### src/rtl/multicycle_ctrl_if.sv
// Control bundle between the multicycle controller (master) and the datapath (slave).
// The datapath returns the instruction register contents and the ALU zero flag.
interface multicycle_ctrl_if;
  logic [31:0] instr;
  logic        zero;
  logic        pc_we;
  logic [1:0]  pc_src;
  logic        ir_we;
  logic        mem_we;
  logic        mem_addr_sel;
  logic        reg_we;
  logic [1:0]  reg_dst;
  logic [1:0]  wb_sel;
  logic [1:0]  alu_src_b;
  logic [2:0]  alu_ctrl;
  logic [2:0]  state;
  logic        illegal;

  modport master (
    input  instr, zero,
    output pc_we, pc_src, ir_we, mem_we, mem_addr_sel, reg_we,
           reg_dst, wb_sel, alu_src_b, alu_ctrl, state, illegal
  );

  modport slave (
    output instr, zero,
    input  pc_we, pc_src, ir_we, mem_we, mem_addr_sel, reg_we,
           reg_dst, wb_sel, alu_src_b, alu_ctrl, state, illegal
  );
endinterface

### src/rtl/multicycle_ctrl.sv
// Multicycle FETCH/DECODE/EXEC/MEM/WB controller for the single-memory MIPS-subset datapath.
// Optional feature: define BEQ_EN to decode opcode 0x04 as BEQ (otherwise it traps as illegal).
module multicycle_ctrl #(
  parameter int         MEM_LAT = 1,
  parameter logic [2:0] ALU_ADD = 3'd0,
  parameter logic [2:0] ALU_SUB = 3'd1,
  parameter logic [2:0] ALU_XOR = 3'd2,
  parameter logic [2:0] ALU_SLT = 3'd3
) (
  input logic               clk,
  input logic               reset_n,
  multicycle_ctrl_if.master bus
);

  typedef enum logic [2:0] {
    S_FETCH  = 3'd0,
    S_DECODE = 3'd1,
    S_EXEC   = 3'd2,
    S_MEM    = 3'd3,
    S_WB     = 3'd4,
    S_TRAP   = 3'd5
  } state_t;

  typedef enum logic [3:0] {
    CL_NONE, CL_LW, CL_SW, CL_J, CL_JAL, CL_JR, CL_BNE, CL_BEQ,
    CL_XORI, CL_ADDI, CL_ADD, CL_SUB, CL_SLT, CL_ILL
  } class_t;

  localparam logic [3:0] LAST_CNT = 4'(MEM_LAT - 1);

  state_t     state_q, state_d;
  class_t     class_q, class_d;
  logic [3:0] cnt_q, cnt_d;
  logic       illegal_q, illegal_d;

  class_t     decClass;
  logic       lastCnt;
  logic       pcWe, irWe, memWe, memAddrSel, regWe;
  logic [1:0] pcSrc, regDst, wbSel, aluSrcB;
  logic [2:0] aluCtrl;
  logic       unusedInstrBits;

  assign unusedInstrBits = ^bus.instr[25:6];
  assign lastCnt = (cnt_q == LAST_CNT);

  always_comb begin
    decClass = CL_ILL;
    unique case (bus.instr[31:26])
      6'h23: decClass = CL_LW;
      6'h2B: decClass = CL_SW;
      6'h02: decClass = CL_J;
      6'h03: decClass = CL_JAL;
      6'h05: decClass = CL_BNE;
`ifdef BEQ_EN
      6'h04: decClass = CL_BEQ;
`endif
      6'h0E: decClass = CL_XORI;
      6'h08: decClass = CL_ADDI;
      6'h00: begin
        unique case (bus.instr[5:0])
          6'h20:   decClass = CL_ADD;
          6'h22:   decClass = CL_SUB;
          6'h2A:   decClass = CL_SLT;
          6'h08:   decClass = CL_JR;
          default: decClass = CL_ILL;
        endcase
      end
      default: decClass = CL_ILL;
    endcase
  end

  always_ff @(posedge clk or negedge reset_n) begin
    if (!reset_n) begin
      state_q   <= S_FETCH;
      class_q   <= CL_NONE;
      cnt_q     <= 4'd0;
      illegal_q <= 1'b0;
    end else begin
      state_q   <= state_d;
      class_q   <= class_d;
      cnt_q     <= cnt_d;
      illegal_q <= illegal_d;
    end
  end

  always_comb begin
    state_d    = state_q;
    class_d    = class_q;
    cnt_d      = cnt_q;
    illegal_d  = illegal_q;
    pcWe       = 1'b0;
    pcSrc      = 2'b00;
    irWe       = 1'b0;
    memWe      = 1'b0;
    memAddrSel = 1'b0;
    regWe      = 1'b0;
    regDst     = 2'b00;
    wbSel      = 2'b00;
    aluSrcB    = 2'b00;
    aluCtrl    = ALU_ADD;

    case (state_q)
      S_FETCH: begin
        if (lastCnt) begin
          irWe    = 1'b1;
          pcWe    = 1'b1;
          cnt_d   = 4'd0;
          state_d = S_DECODE;
        end else begin
          cnt_d = cnt_q + 4'd1;
        end
      end

      // Jumps complete here; PC already holds PC+4 for the JAL link value.
      S_DECODE: begin
        class_d = decClass;
        state_d = S_EXEC;
        case (decClass)
          CL_J: begin
            pcWe    = 1'b1;
            pcSrc   = 2'b01;
            state_d = S_FETCH;
          end
          CL_JAL: begin
            pcWe    = 1'b1;
            pcSrc   = 2'b01;
            regWe   = 1'b1;
            regDst  = 2'b10;
            wbSel   = 2'b10;
            state_d = S_FETCH;
          end
          CL_JR: begin
            pcWe    = 1'b1;
            pcSrc   = 2'b10;
            state_d = S_FETCH;
          end
          CL_ILL: begin
            illegal_d = 1'b1;
            state_d   = S_TRAP;
          end
          default: state_d = S_EXEC;
        endcase
      end

      S_EXEC: begin
        state_d = S_WB;
        case (class_q)
          CL_LW, CL_SW: begin
            aluSrcB = 2'b01;
            aluCtrl = ALU_ADD;
            state_d = S_MEM;
          end
          CL_ADDI: begin
            aluSrcB = 2'b01;
            aluCtrl = ALU_ADD;
          end
          CL_XORI: begin
            aluSrcB = 2'b10;
            aluCtrl = ALU_XOR;
          end
          CL_ADD: aluCtrl = ALU_ADD;
          CL_SUB: aluCtrl = ALU_SUB;
          CL_SLT: aluCtrl = ALU_SLT;
          CL_BNE: begin
            aluCtrl = ALU_SUB;
            pcWe    = !bus.zero;
            pcSrc   = 2'b11;
            state_d = S_FETCH;
          end
`ifdef BEQ_EN
          CL_BEQ: begin
            aluCtrl = ALU_SUB;
            pcWe    = bus.zero;
            pcSrc   = 2'b11;
            state_d = S_FETCH;
          end
`endif
          default: state_d = S_FETCH;
        endcase
      end

      // Store pulses only once even when the memory needs several cycles.
      S_MEM: begin
        memAddrSel = 1'b1;
        memWe      = (class_q == CL_SW) && (cnt_q == 4'd0);
        if (lastCnt) begin
          cnt_d   = 4'd0;
          state_d = (class_q == CL_LW) ? S_WB : S_FETCH;
        end else begin
          cnt_d = cnt_q + 4'd1;
        end
      end

      S_WB: begin
        regWe   = 1'b1;
        state_d = S_FETCH;
        case (class_q)
          CL_LW: wbSel = 2'b01;
          CL_ADD, CL_SUB, CL_SLT: regDst = 2'b01;
          default: begin
            wbSel  = 2'b00;
            regDst = 2'b00;
          end
        endcase
      end

      S_TRAP: illegal_d = 1'b1;

      default: begin
        state_d = S_FETCH;
        cnt_d   = 4'd0;
      end
    endcase
  end

  // Enables are forced low while reset is held so an aborted access never writes.
  assign bus.pc_we        = pcWe  & reset_n;
  assign bus.ir_we        = irWe  & reset_n;
  assign bus.mem_we       = memWe & reset_n;
  assign bus.reg_we       = regWe & reset_n;
  assign bus.pc_src       = pcSrc;
  assign bus.mem_addr_sel = memAddrSel;
  assign bus.reg_dst      = regDst;
  assign bus.wb_sel       = wbSel;
  assign bus.alu_src_b    = aluSrcB;
  assign bus.alu_ctrl     = aluCtrl;
  assign bus.state        = state_q;
  assign bus.illegal      = illegal_q;

endmodule
### src/flat_wrapper.sv
// flat-port wrapper written by rule: the top's interface ports become plain ports
module multicycle_ctrl_flat 
#(
  parameter int         MEM_LAT = 1,
  parameter logic [2:0] ALU_ADD = 3'd0,
  parameter logic [2:0] ALU_SUB = 3'd1,
  parameter logic [2:0] ALU_XOR = 3'd2,
  parameter logic [2:0] ALU_SLT = 3'd3
)
  (clk, reset_n, bus_instr, bus_zero, bus_pc_we, bus_pc_src, bus_ir_we, bus_mem_we, bus_mem_addr_sel, bus_reg_we, bus_reg_dst, bus_wb_sel, bus_alu_src_b, bus_alu_ctrl, bus_state, bus_illegal);
  multicycle_ctrl_if bus_i ();
  input logic clk;
  input logic reset_n;
  input wire logic [$bits(bus_i.instr)-1:0] bus_instr;
  input wire logic [$bits(bus_i.zero)-1:0] bus_zero;
  output wire logic [$bits(bus_i.pc_we)-1:0] bus_pc_we;
  output wire logic [$bits(bus_i.pc_src)-1:0] bus_pc_src;
  output wire logic [$bits(bus_i.ir_we)-1:0] bus_ir_we;
  output wire logic [$bits(bus_i.mem_we)-1:0] bus_mem_we;
  output wire logic [$bits(bus_i.mem_addr_sel)-1:0] bus_mem_addr_sel;
  output wire logic [$bits(bus_i.reg_we)-1:0] bus_reg_we;
  output wire logic [$bits(bus_i.reg_dst)-1:0] bus_reg_dst;
  output wire logic [$bits(bus_i.wb_sel)-1:0] bus_wb_sel;
  output wire logic [$bits(bus_i.alu_src_b)-1:0] bus_alu_src_b;
  output wire logic [$bits(bus_i.alu_ctrl)-1:0] bus_alu_ctrl;
  output wire logic [$bits(bus_i.state)-1:0] bus_state;
  output wire logic [$bits(bus_i.illegal)-1:0] bus_illegal;
  assign bus_i.instr = bus_instr;
  assign bus_i.zero = bus_zero;
  assign bus_pc_we = bus_i.pc_we;
  assign bus_pc_src = bus_i.pc_src;
  assign bus_ir_we = bus_i.ir_we;
  assign bus_mem_we = bus_i.mem_we;
  assign bus_mem_addr_sel = bus_i.mem_addr_sel;
  assign bus_reg_we = bus_i.reg_we;
  assign bus_reg_dst = bus_i.reg_dst;
  assign bus_wb_sel = bus_i.wb_sel;
  assign bus_alu_src_b = bus_i.alu_src_b;
  assign bus_alu_ctrl = bus_i.alu_ctrl;
  assign bus_state = bus_i.state;
  assign bus_illegal = bus_i.illegal;
  multicycle_ctrl #(.MEM_LAT(MEM_LAT), .ALU_ADD(ALU_ADD), .ALU_SUB(ALU_SUB), .ALU_XOR(ALU_XOR), .ALU_SLT(ALU_SLT)) u_core (.clk(clk), .reset_n(reset_n), .bus(bus_i));
endmodule
### config.mk
export PLATFORM = sky130hd
export DESIGN_NAME = multicycle_ctrl_flat
export DESIGN_NICKNAME = d
export VERILOG_FILES = /design/src/rtl/multicycle_ctrl_if.sv /design/src/rtl/multicycle_ctrl.sv /design/src/flat_wrapper.sv
export SDC_FILE = /design/constraint.sdc
export NUM_CORES = 1
export LEC_CHECK = 0
export BUFFER_PORTS_ARGS = -buffer_cell sky130_fd_sc_hd__buf_2
export CAP_MARGIN = 20
export CORE_MARGIN = 2
export CORE_UTILIZATION = 44
export DETAILED_ROUTE_END_ITERATION = 8
export HOLD_SLACK_MARGIN = 0.02
export PLACE_DENSITY = 0.79
export SETUP_SLACK_MARGIN = 0.4
export SLEW_MARGIN = 10
export SYNTH_ARGS = -nofsm -noshare
export SYNTH_HDL_FRONTEND = slang
export SYNTH_SLANG_ARGS = --single-unit
### constraint.sdc
create_clock -name clk -period 2.2 [get_ports clk]
set_input_delay 0.55 -clock clk [delete_from_list [all_inputs] [get_ports clk]]
set_output_delay 0.55 -clock clk [all_outputs]
set_load 0.02 [all_outputs]
==> results of run 1 <==
[power groups by stage]
stage                     registers [mW]  clock network [mW]  logic (mW)
after floorplan                    0.225                   0      0.0557
after global placement             0.225                   0      0.0921
after detailed placement           0.225                   0      0.0954
after CTS                          0.220               0.185       0.109
after global routing               0.220               0.202       0.126
final                              0.220               0.189       0.118
[metrics by stage]
stage                     instance area (um2)  setup TNS [ns]  worst slack, ns   util  hold slack [ns]
final                                    2490          -0.510           -0.206  0.829            0.258
after global placement                   1880          -0.657           -0.319  0.625            0.486
after CTS                                2290          -0.387           -0.196  0.763            0.263
after detailed placement                 1880          -0.640           -0.303  0.625            0.476
after floorplan                          1550         -0.0585          -0.0585      -            0.254
after global routing                     2490          -0.789           -0.266  0.829            0.257
[timing repair]
action	in CTS	in global routing
setup buffers	16	11
gates resized for setup	78	28
pin swaps	15	24
hold buffers	0	0
endpoints found under the setup margin	16	21
[area by class of cell]
class                      instances  area [um2]  area share
multi-input combinational        137        1230       0.495
tap                               33        41.3      0.0166
clock buffer                       4        36.3      0.0146
inverter                           8        35.0      0.0141
sequential                        12         304       0.122
timing repair buffer              92         840       0.337
[registers in the layout, summed over array words and instances (netlist names)]
signal / cells
u_core.bus.illegal: 1
u_core.bus.state: 3
u_core.class_q: 4
u_core.cnt_q: 4
[how the worst max path moves through the flow]
stage	endpoint	cells past startpoint	start	slack [ns]
3_5_place_dp	bus_pc_we	7	bus_instr[26]	-0.30
4_1_cts	bus_pc_we	6	bus_instr[29]	-0.20
3_3_place_gp	bus_pc_we	7	bus_instr[26]	-0.32
5_1_grt	bus_pc_we	7	bus_instr[0]	-0.27
6_report	bus_pc_we	6	bus_instr[29]	-0.21
2_1_floorplan	bus_pc_we	5	bus_instr[31]	-0.06
[worst max-delay path, delay by kind of cell]
family | cells | cell delay (ns)
compound gates | 2 | 0.65
simple gates | 2 | 0.35
buf+inv | 2 | 0.30
[metal layers]
metal / vias to the layer above / global-route usage / routed length (um)
met2: 114 / 0.447 / 2720
met3: 26 / 0.0216 / 339
met1: 841 / 0.340 / 2130
met5: - / 0 / 0
met4: 0 / 0.114 / 193
li1: 807 / - / -
[Yosys cell counts (2+ instances only)]
master	n	area, um2
sky130_fd_sc_hd__clkbuf_1	7	26.3
sky130_fd_sc_hd__nand3b_1	2	15.0
sky130_fd_sc_hd__a211oi_1	2	15.0
sky130_fd_sc_hd__nor2_4	2	22.5
sky130_fd_sc_hd__dfrtp_1	12	300
sky130_fd_sc_hd__and3_1	2	12.5
sky130_fd_sc_hd__o21ai_1	3	15.0
sky130_fd_sc_hd__a2bb2oi_1	2	17.5
sky130_fd_sc_hd__o22a_1	2	17.5
sky130_fd_sc_hd__nand2b_1	3	18.8
sky130_fd_sc_hd__o21a_1	2	15.0
sky130_fd_sc_hd__nand4b_1	3	26.3
sky130_fd_sc_hd__nor2_1	10	37.5
sky130_fd_sc_hd__o211ai_1	3	22.5
sky130_fd_sc_hd__ha_1	2	25.0
sky130_fd_sc_hd__inv_1	8	30.0
sky130_fd_sc_hd__buf_2	5	25.0
sky130_fd_sc_hd__mux2i_1	3	30.0
sky130_fd_sc_hd__o21ai_0	7	35.0
sky130_fd_sc_hd__nor2b_1	4	25.0
sky130_fd_sc_hd__nand2_1	17	63.8
sky130_fd_sc_hd__and3b_1	2	17.5
sky130_fd_sc_hd__nand3_1	4	20.0
sky130_fd_sc_hd__and2_2	2	15.0
sky130_fd_sc_hd__buf_4	2	15.0
sky130_fd_sc_hd__a21oi_1	9	45.0
sky130_fd_sc_hd__xor2_1	4	35.0
sky130_fd_sc_hd__nor3_1	10	50.1
sky130_fd_sc_hd__nor3b_2	2	25.0
sky130_fd_sc_hd__a22oi_1	4	30.0
[cells by family (layout without fill, tap and decap cells)]
group | Yosys count | count (layout) | share of synthesized area
fa+ha+maj | 2 | 2 | 0.0182
xor+xnor | 5 | 5 | 0.0319
other cells | 1 | 1 | 0.00273
flops | 12 | 12 | 0.219
simple gates | 75 | 75 | 0.347
buf+inv | 23 | 104 | 0.0785
compound gates | 51 | 51 | 0.281
mux | 3 | 3 | 0.0219
==> results.md, run 1 <==
- Buffer type at the clock tree root: sky130_fd_sc_hd__clkbuf_4
- Clock buffers created by TritonCTS: 3
- Setup slack of the most critical reg-to-reg path: 0.32 ns
- Outcome: finished, violations left
- Tightest Pin Transition: between 0.5 and 0.6 ns
- Ratio of total power to cell area: approximately 210 nW/um2
- Clock net sink count: 12
- Type of element capturing the critical path: output port
- Cell Count, Final, Fillers Out: about 290
- Number of standard-cell rows in the floorplan: 20
- First-pass GRT wire length: a little over 7000 um
- Share of total power in combinational logic: 0.224
- Area added between synthesis and finish: 81.5%
- Post-DR wirelength/cell: ~19 um
- Ant. Diodes: 0
- Antenna violations before repair: 0
- Share of the cycle needed by the critical path after routing: 1.09
- Time the final worst path needs with I/O delays and setup: between 2 and 2.5 ns
- DRC violation total after the first TritonRoute iteration: 111
- Cell Chain, Critical Path: buf_8 > and3_4 > o211ai_1 > nand4_4 > o41ai_4 > buf_4
- Initial core utilization: 0.457
- Pin count of the biggest net entering global routing: 17
- Async set-reset flop share out of synthesis: 1.00
- TritonCTS clock tree: built
- Worst setup slack after layout: -0.206 ns
- Type of the most critical hold path: input pin to asynchronous set/reset pin
- Post-Synthesis Net Count: between 200 and 250
- R2r worst-path depth: 9
- Pleak: 1.08 nW
- Layout cells sized above 1: 0.617
- Worst slew margin relative to its limit: 0.621
- Mapped Avg Cell Area: roughly 8 um2
- Switching power of the nets: approximately 150 uW
- Via-per-instance ratio: about 6.3
- Nets: just under 300
- Final routed wirelength across all metal layers: 5380 um
- H-tree depth: 1
- Net switching share of the total power: 0.281
- Data required, critical path: between 1.5 and 2 ns
- Number of hold-slack violations in the final timing report: 0
- Gate count of the mapped netlist: between 150 and 200
- Register share of total power: 0.418
- Clock transition at path regs: roughly 0.09 ns
- Synth warn: 0
- Critical Path AT: ~1.9 ns
- DRC errors left: 0
- Violated checks: setup timing
- Via count of the first global-routing pass: around 1600
- Total Die Area: 3580 um2
- Internal power contribution: ~380 uW
- Total of flip-flops plus latches after synthesis: 12
- Proportion of synthesized chip area in sequential cells: 0.219
- Primary FF master, synth: sky130_fd_sc_hd__dfrtp_1
- Buffers from clock root to sink, at most: 2
- Count of TritonRoute iterations in the first routing pass: 6
- Max stage delay on crit path: 0.35 ns
- Global route overflow: 0
- Slowest library cell on the worst path: sky130_fd_sc_hd__o41ai_4
- Cell variety after synth: 62
- Achievable clock frequency: 416 MHz
- Placeable core area: roughly 3000 um2
- Area of the mapped netlist: 1370 um2
- Kind of start point of the critical path: input pin
- Dpl cells: around 260
- Startpoint-to-endpoint class of the critical path: input pin to output port
- Number of max-slew violations in the final report: 0
- Die Ht: 59.8 um
- I/O pin count: 55
- Overall power: between 500 and 600 uW
- Startpoint of the most critical register-to-register path: u_core.cnt_q[0]
- Largest vdd supply drop: 0.157 mV
- Placer congestion estimate: roughly 0.86
- Count of max-cap constraint violations: 0
- Critical path fanouts, max: 8
- Total routing usage reported by global routing: 0.264
- Placed wire-length estimate: a little under 3000 um
- Number of synthesized flops with an enable pin: 0
- Most common library cell in the layout ignoring fill and taps: sky130_fd_sc_hd__buf_4
- IO Port Bufs: 33
- Remaining antenna violation count after routing: 0
- DR vias: ~1800
- Endpoints failing setup: 5
- Worst Skew: approximately 0.009 ns
- Setup repair after global routing missed its margin: true
- Commonest cells after routing, fill and taps aside: 47 x sky130_fd_sc_hd__buf_4, 29 x sky130_fd_sc_hd__buf_6, 9 x sky130_fd_sc_hd__nand2_1, 9 x sky130_fd_sc_hd__buf_2, 9 x sky130_fd_sc_hd__dfrtp_1
- Horiz. Die Dim: between 50 and 60 um
- Worst skew pair latency: ~0.29 ns
- Final-layout fill cell count: 153
- Power share of the clock group: 0.359
- Worst r2r dst: u_core.bus.state[1]
Note: power is estimated with default switching activity, not from simulation.
==> run 2, diff against run 1 <==
==> constraint.sdc (replaced) <==
create_clock -name clk -period 2.2 [get_ports clk]
set_input_delay 0.22 -clock clk [delete_from_list [all_inputs] [get_ports clk]]
set_output_delay 0.22 -clock clk [all_outputs]
set_load 0.02 [all_outputs]
==> run 2 against run 1 <==
Largest cell class unchanged. Flip-flop and latch count did not move. The flow now finishes without violations. Design area fell by 18%. Maximum frequency rose by 19%. Register-to-register slack got worse by 0.04 ns. Hold slack improved by 0.13 ns.
==> results.md, run 2 (synthesized netlist as in run 1, its figures left out) <==
- Outcome: completed
- Area post-placement: 1590 um2 (-15%)
- Worst Skew: 0.00702 ns (-0.00197 ns)
- Nets: 268 (-7.9%)
- Pleak: 0.923 nW (-15%)
- Share of the cycle needed by the critical path after routing: 0.916 (-0.177)
- Buffer type at the clock tree root: sky130_fd_sc_hd__clkbuf_4
- DRC violation total after the first TritonRoute iteration: 199 (+79%)
- Slowest library cell on the worst path: sky130_fd_sc_hd__dfrtp_1
- Pin count of the biggest net entering global routing: 17 (unchanged)
- Clock buffers created by TritonCTS: 3 (unchanged)
- Antenna violations before repair: 0 (unchanged)
- Initial core utilization: 0.457 (unchanged)
- Achievable clock frequency: 496 MHz (+19%)
- Area added between synthesis and finish: 48.3%
- Die Ht: 59.8 um (unchanged)
- Time the final worst path needs with I/O delays and setup: 2.02 ns (-0.390 ns)
- Layout Utilization: 0.677 (-0.152)
- Placer congestion estimate: 0.836 (-3.3%)
- Sum Neg Setup Slack: 0 ns (+0.510 ns)
- Cell Chain, Critical Path: inv_2 > ha_4 > nor3b_4 > buf_4 > buf_6 > nand2_4 > nor4_4 > buf_4
- Setup slack of the most critical reg-to-reg path: 0.28 ns (-0.04 ns)
- Commonest cells after routing, fill and taps aside: 33 x sky130_fd_sc_hd__buf_4, 25 x sky130_fd_sc_hd__buf_2, 15 x sky130_fd_sc_hd__nand2_1
- End of the critical path: bus_ir_we
- Worst skew pair latency: 0.28 ns (about the same)
- R2r worst-path depth: 11 (+2)
- Setup repair after global routing missed its margin: true
- Horiz. Die Dim: 59.8 um (unchanged)
- IO Port Bufs: 33 (unchanged)
- Startpoint-to-endpoint class of the critical path: flip-flop to output port
- Type of element capturing the critical path: output port
- Startpoint of the most critical register-to-register path: u_core.cnt_q[0]
- Clock transition at path regs: 0.08 ns (about the same)
- Total routing usage reported by global routing: 0.221 (-0.0425)
- Final-layout fill cell count: 211 (+38%)
- Critical Path AT: 1.80 ns (-0.06 ns)
- Clock net sink count: 12 (unchanged)
- Ant. Diodes: 0 (unchanged)
- Number of standard-cell rows in the floorplan: 20 (unchanged)
- Most common library cell in the layout ignoring fill and taps: sky130_fd_sc_hd__buf_4
- H-tree depth: 1 (unchanged)
- Global route overflow: 0 (unchanged)
- Tightest Pin Transition: 0.568 ns (+0.00176 ns)
- Endpoints failing setup: 0 (-5)
- Cell repeated most along the worst path: sky130_fd_sc_hd__buf_4
- Reg area: 303 um2 (-0.41%)
- Total Die Area: 3580 um2 (unchanged)
- Placed wire-length estimate: 2390 um (-19%)
- Kind of start point of the critical path: flip-flop
- Ratio of total power to cell area: 237 nW/um2 (+12%)
- I/O pin count: 55 (unchanged)
- Post-DR wirelength/cell: 16.2 um (-14%)
- Multi-input logic area: 1130 um2 (-8.5%)
- Type of the most critical hold path: input pin to flip-flop
- Setup crit start: u_core.cnt_q[0]
- Placeable core area: 3000 um2 (unchanged)
- Count of TritonRoute iterations in the first routing pass: 4 (-2)
- Layout cells sized above 1: 0.509 (-0.108)
- First-pass GRT wire length: 6180 um (-14%)
- DR vias: 1589 (-11%)
- Max stage delay on crit path: 0.41 ns (+0.06 ns)
- Via-per-instance ratio: 6.04 (-3.4%)
- DRC errors left: 0 (unchanged)
- Critical path fanouts, max: 2 (-6)
- Data required, critical path: 1.98 ns (+0.33 ns)
- TritonCTS clock tree: built
- Post-Layout Inst Area: 2030 um2 (-18%)
- Worst r2r dst: u_core.cnt_q[0]
- Remaining antenna violation count after routing: 0 (unchanged)
- Number of max-slew violations in the final report: 0 (unchanged)
- Largest vdd supply drop: 0.0970 mV (-38%)
- Count of max-cap constraint violations: 0 (unchanged)
- Final routed wirelength across all metal layers: 4260 um (-21%)
- Buffers from clock root to sink, at most: 2 (unchanged)
- Via count of the first global-routing pass: 1354 (-14%)
- Worst slew margin relative to its limit: 0.620 (-0.00103)
- Number of hold-slack violations in the final timing report: 0 (unchanged)
run 2: critical path, delay by kind of cell, from the launching register on:
kind          cells  cell delay, ns
buf+inv           4            0.52
simple gates      3            0.46
flops             1            0.41
fa+ha+maj         1            0.13
run 2: metrics by stage:
| stage | instances | hold WS [ns] | power [mW] | setup WS, ns |
|---|---|---|---|---|
| CTS | 247 | 0.388 | 0.475 | 0.227 |
| floorplan | 172 | -0.0756 | 0.273 | 0.401 |
| global route | 263 | 0.407 | 0.504 | 0.0765 |
| detailed placement | 231 | 0.140 | 0.298 | 0.254 |
| global placement | 231 | 0.143 | 0.296 | 0.282 |
| finish | 263 | 0.389 | 0.482 | 0.185 |
run 2: repair_timing:
item                       CTS  global route
resized for setup           20            32
hold buffers                 1             0
setup endpoints to repair   13            12
buffers inserted            11            16
hold endpoints to repair    12             0
pin swaps                    5            15
gates cloned                 0             0
run 2: cell type report:
class / instances / share of cell area
Clock buffer: 4 / 0.0178
Timing Repair Buffer: 69 / 0.244
Inverter: 8 / 0.0148
Sequential cell: 12 / 0.149
Tap cell: 33 / 0.0203
Multi-Input combinational cell: 137 / 0.554
run 2: where the power goes:
group	switching, mW	internal, mW
Combinational	0.0493	0.0309
Clock	0.0811	0.101
Sequential	0	0.220
Total	0.130	0.352
run 2: worst min path at each step:
stage               cells past startpoint                 end  slack, ns          start
floorplan                               0  u_core.bus.illegal      -0.08        reset_n
global placement                        1     u_core.cnt_q[0]       0.14        reset_n
detailed placement                      1   u_core.class_q[2]       0.14        reset_n
CTS                                     3   u_core.class_q[3]       0.39  bus_instr[30]
global route                            3   u_core.class_q[3]       0.41  bus_instr[30]
finish                                  3   u_core.class_q[3]       0.39  bus_instr[30]
run 2: per-layer routing:
metal  vias up  share of wire  GRT usage
li1        757              -          -
met1       757           0.41      0.304
met2        66           0.51      0.359
met3         9          0.058     0.0281
met4         0          0.020     0.0698
met5         -              0          0
==> run 3, diff against run 2 <==
--- a/config.mk
+++ b/config.mk
@@ -5,13 +5,14 @@
 export SDC_FILE = /design/constraint.sdc
 export NUM_CORES = 1
 export LEC_CHECK = 0
+export ABC_AREA = 1
 export BUFFER_PORTS_ARGS = -buffer_cell sky130_fd_sc_hd__buf_2
 export CAP_MARGIN = 20
 export CORE_MARGIN = 2
-export CORE_UTILIZATION = 44
+export CORE_UTILIZATION = 42
 export DETAILED_ROUTE_END_ITERATION = 8
 export HOLD_SLACK_MARGIN = 0.02
-export PLACE_DENSITY = 0.79
+export PLACE_DENSITY = 0.78
 export SETUP_SLACK_MARGIN = 0.4
 export SLEW_MARGIN = 10
 export SYNTH_ARGS = -nofsm -noshare
==> run 3 against run 2 <==
Synthesized cell count up 8.7%. Combinational power rose to 9.4 times the previous value. Largest power group is now combinational logic. Non-clock buffer count down 27. Largest cell class unchanged. Design area down 22%. Maximum frequency up 12%. Highest routed layer unchanged. Final cell count down 0.76%. Critical path depth unchanged. Flip-flop and latch count unchanged. Via count down 19%. Core utilization down 11 points. Sequential power up 65%. Synthesized area down 11%. Critical endpoint is now bus_pc_we.
==> results.md, run 3 <==
- Cell variety after synth: 32 (-48%)
- Setup repair after global routing missed its margin: true
- Number of max-slew violations in the final report: 0 (unchanged)
- Remaining antenna violation count after routing: 0 (unchanged)
- Proportion of synthesized chip area in sequential cells: 0.247 (+0.0282)
- DR vias: 1286 (-19%)
- Endpoints failing setup: 0 (unchanged)
- Overall power: 1.30 mW (+170%)
- Primary FF master, synth: sky130_fd_sc_hd__dfrtp_1
- Async set-reset flop share out of synthesis: 1.00 (unchanged)
- Number of hold-slack violations in the final timing report: 0 (unchanged)
- Total routing usage reported by global routing: 0.174 (-0.0467)
- Achievable clock frequency: 554 MHz (+12%)
- Cell types with the largest area share after synthesis: sky130_fd_sc_hd__dfrtp_1 25%, sky130_fd_sc_hd__nand2_1 12%, sky130_fd_sc_hd__inv_1 9.3%, sky130_fd_sc_hd__nor2_1 7.4%, sky130_fd_sc_hd__nor2_4 4.6%
- Horiz. Die Dim: 57.8 um (-3.4%)
- Pre-CTS worst setup slack: 0.463 ns (+0.209 ns)
- Cell repeated most along the worst path: sky130_fd_sc_hd__nor2_1
- Synth warn: 0 (unchanged)
- Commonest cells after routing, fill and taps aside: 38 x sky130_fd_sc_hd__nand2_1, 30 x sky130_fd_sc_hd__buf_2, 25 x sky130_fd_sc_hd__inv_1
- Global route overflow: 0 (unchanged)
- Top cell type by total area after synthesis: sky130_fd_sc_hd__dfrtp_1
- Post-Synthesis Net Count: 224 (+7.2%)
- Worst skew pair latency: 0.28 ns (about the same)
- Sum Neg Setup Slack: 0 ns (unchanged)
- Most instantiated cells after synthesis: 39 x sky130_fd_sc_hd__nand2_1, 30 x sky130_fd_sc_hd__inv_1, 24 x sky130_fd_sc_hd__nor2_1
- Area post-placement: 1410 um2 (-11%)
- Buffer type at the clock tree root: sky130_fd_sc_hd__clkbuf_4
- Largest vdd supply drop: 0.475 mV (+390%)
- Area of the mapped netlist: 1210 um2 (-11%)
- Data required, critical path: 1.98 ns (about the same)
- Clock net sink count: 12 (unchanged)
- Critical path fanouts, max: 4 (+2)
- Placer congestion estimate: 0.856 (+2.4%)
- Clock buffers created by TritonCTS: 3 (unchanged)
- Crit-path leading delay family: simple AND/OR/NAND/NOR gates
- Layout cells sized above 1: 0.400 (-0.109)
- H-tree depth: 1 (unchanged)
- Number of standard-cell rows in the floorplan: 19 (-5.0%)
- Slowest library cell on the worst path: sky130_fd_sc_hd__dfrtp_1
- DRC violation total after the first TritonRoute iteration: 56 (-72%)
- Share of the cycle needed by the critical path after routing: 0.820 (-0.0958)
- DRC errors left: 0 (unchanged)
- Post-Layout Inst Area: 1580 um2 (-22%)
- Placeable core area: 2760 um2 (-8.2%)
- Ratio of total power to cell area: 823 nW/um2 (+250%)
- Worst setup slack after layout: 0.395 ns (+0.211 ns)
- Total of flip-flops plus latches after synthesis: 12 (unchanged)
- Cell Count, Final, Fillers Out: 261 (-0.76%)
- Outcome: completed
- TritonCTS clock tree: built
- Library cell with the highest instance count after synthesis: sky130_fd_sc_hd__nand2_1
- I/O pin count: 55 (unchanged)
- Most common library cell in the layout ignoring fill and taps: sky130_fd_sc_hd__nand2_1
- Critical Path AT: 1.58 ns (-0.22 ns)
- Startpoint-to-endpoint class of the critical path: flip-flop to output port
- IO Port Bufs: 33 (unchanged)
- Max stage delay on crit path: 0.43 ns (+0.02 ns)
- Mapped Avg Cell Area: 6.50 um2 (-19%)
- Hold WS: 0.402 ns (+0.0124 ns)
- Kind of start point of the critical path: flip-flop
- Initial core utilization: 0.441 (-0.0161)
- Via-per-instance ratio: 4.93 (-18%)
- Pin count of the biggest net entering global routing: 14 (-3)
- Layout Utilization: 0.572 (-0.105)
- Via count of the first global-routing pass: 1128 (-17%)
- Count of TritonRoute iterations in the first routing pass: 4 (unchanged)
- Time the final worst path needs with I/O delays and setup: 1.80 ns (-0.211 ns)
- Final routed wirelength across all metal layers: 2660 um (-37%)
- Type of the most critical hold path: input pin to asynchronous set/reset pin
- Nets: 268 (unchanged)
- Area added between synthesis and finish: 29.8%
- Cell Chain, Critical Path: nor4_4 > nand2_2 > nor2_1 > nor2_1 > nand3_2 > nand2_1 > inv_1 > buf_6
- Ant. Diodes: 0 (unchanged)
- Buffers from clock root to sink, at most: 2 (unchanged)
- Dpl cells: 250 (+8.2%)
- Placed wire-length estimate: 2110 um (-12%)
- Pleak: 0.842 nW (-8.8%)
- Total Die Area: 3340 um2 (-6.7%)
- Count of max-cap constraint violations: 0 (unchanged)
- Worst Skew: 0.00530 ns (-0.00172 ns)
- Post-DR wirelength/cell: 10.2 um (-37%)
- Number of synthesized flops with an enable pin: 0 (unchanged)
- Clock transition at path regs: 0.08 ns (about the same)
- Share of the synthesized area in the top cell type: 0.247 (+0.0282)
- First-pass GRT wire length: 4710 um (-24%)
- Die Ht: 57.8 um (-3.4%)
- Gate count of the mapped netlist: 187 (+8.7%)
- Sum of buffers and inverters on the critical path: 2 (-2)
- Type of element capturing the critical path: output port
- Antenna violations before repair: 0 (unchanged)
## run 3: worst paths after layout
kind                                  endpoint                 from  slack (ns)  depth (start not counted)
max                                  bus_pc_we    u_core.class_q[3]        0.40                          8
min                            u_core.cnt_q[0]              reset_n        0.40                          3
max reg2reg                    u_core.cnt_q[3]  u_core.bus.state[0]        0.75                         10
min reg2reg                 u_core.bus.illegal   u_core.bus.illegal        0.48                          1
max in group asynchronous  u_core.bus.state[1]              reset_n        1.61                          3
min in group clk           u_core.bus.state[1]        bus_instr[26]        0.40                          5
## run 3: what timing repair did
action,CTS,global route
endpoints found under the hold margin,12,0
setup buffers,3,3
hold buffers,1,0
endpoints found under the setup margin,6,7
pin swaps,3,0
gates resized for setup,9,14
## run 3: cell type report
cell class	count	area, um2
clock buffers	4	36.3
fillers	263	1180
inverters	36	138
multi-input cells	136	811
flip-flops and latches	12	303
well taps	31	38.8
repair buffers	42	250
## run 3: worst reg2reg max path, stage by stage, from the launching register on
cell                      delay [ns]
sky130_fd_sc_hd__dfrtp_1        0.43
sky130_fd_sc_hd__inv_2          0.14
sky130_fd_sc_hd__nor3_4         0.06
sky130_fd_sc_hd__inv_2          0.11
sky130_fd_sc_hd__nand2_2        0.08
sky130_fd_sc_hd__nor2_4         0.10
sky130_fd_sc_hd__inv_2          0.07
sky130_fd_sc_hd__nor2_4         0.09
sky130_fd_sc_hd__nand3_2        0.07
sky130_fd_sc_hd__o22ai_1        0.14
sky130_fd_sc_hd__a21oi_1        0.06
## run 3: cell families after synthesis
logic type                 count (synthesis)  synth area share
DFF                                       12             0.247
and+or+nand+nor                          112             0.497
other                                      1           0.00309
adders and majority gates                  2            0.0206
buffers and inverters                     39             0.137
AOI/OAI and AO/OA                         21            0.0947
## run 3: power by group
group / internal (mW) / switching [mW]
combinational: 0.279 / 0.478
clock: 0.101 / 0.0771
sequential: 0.278 / 0.0856
## run 3: metal layers
metal  track usage  part of all wire
met1         0.247              0.48
met4        0.0598             0.013
met3        0.0156             0.054
met2         0.279              0.45
met5             0                 0
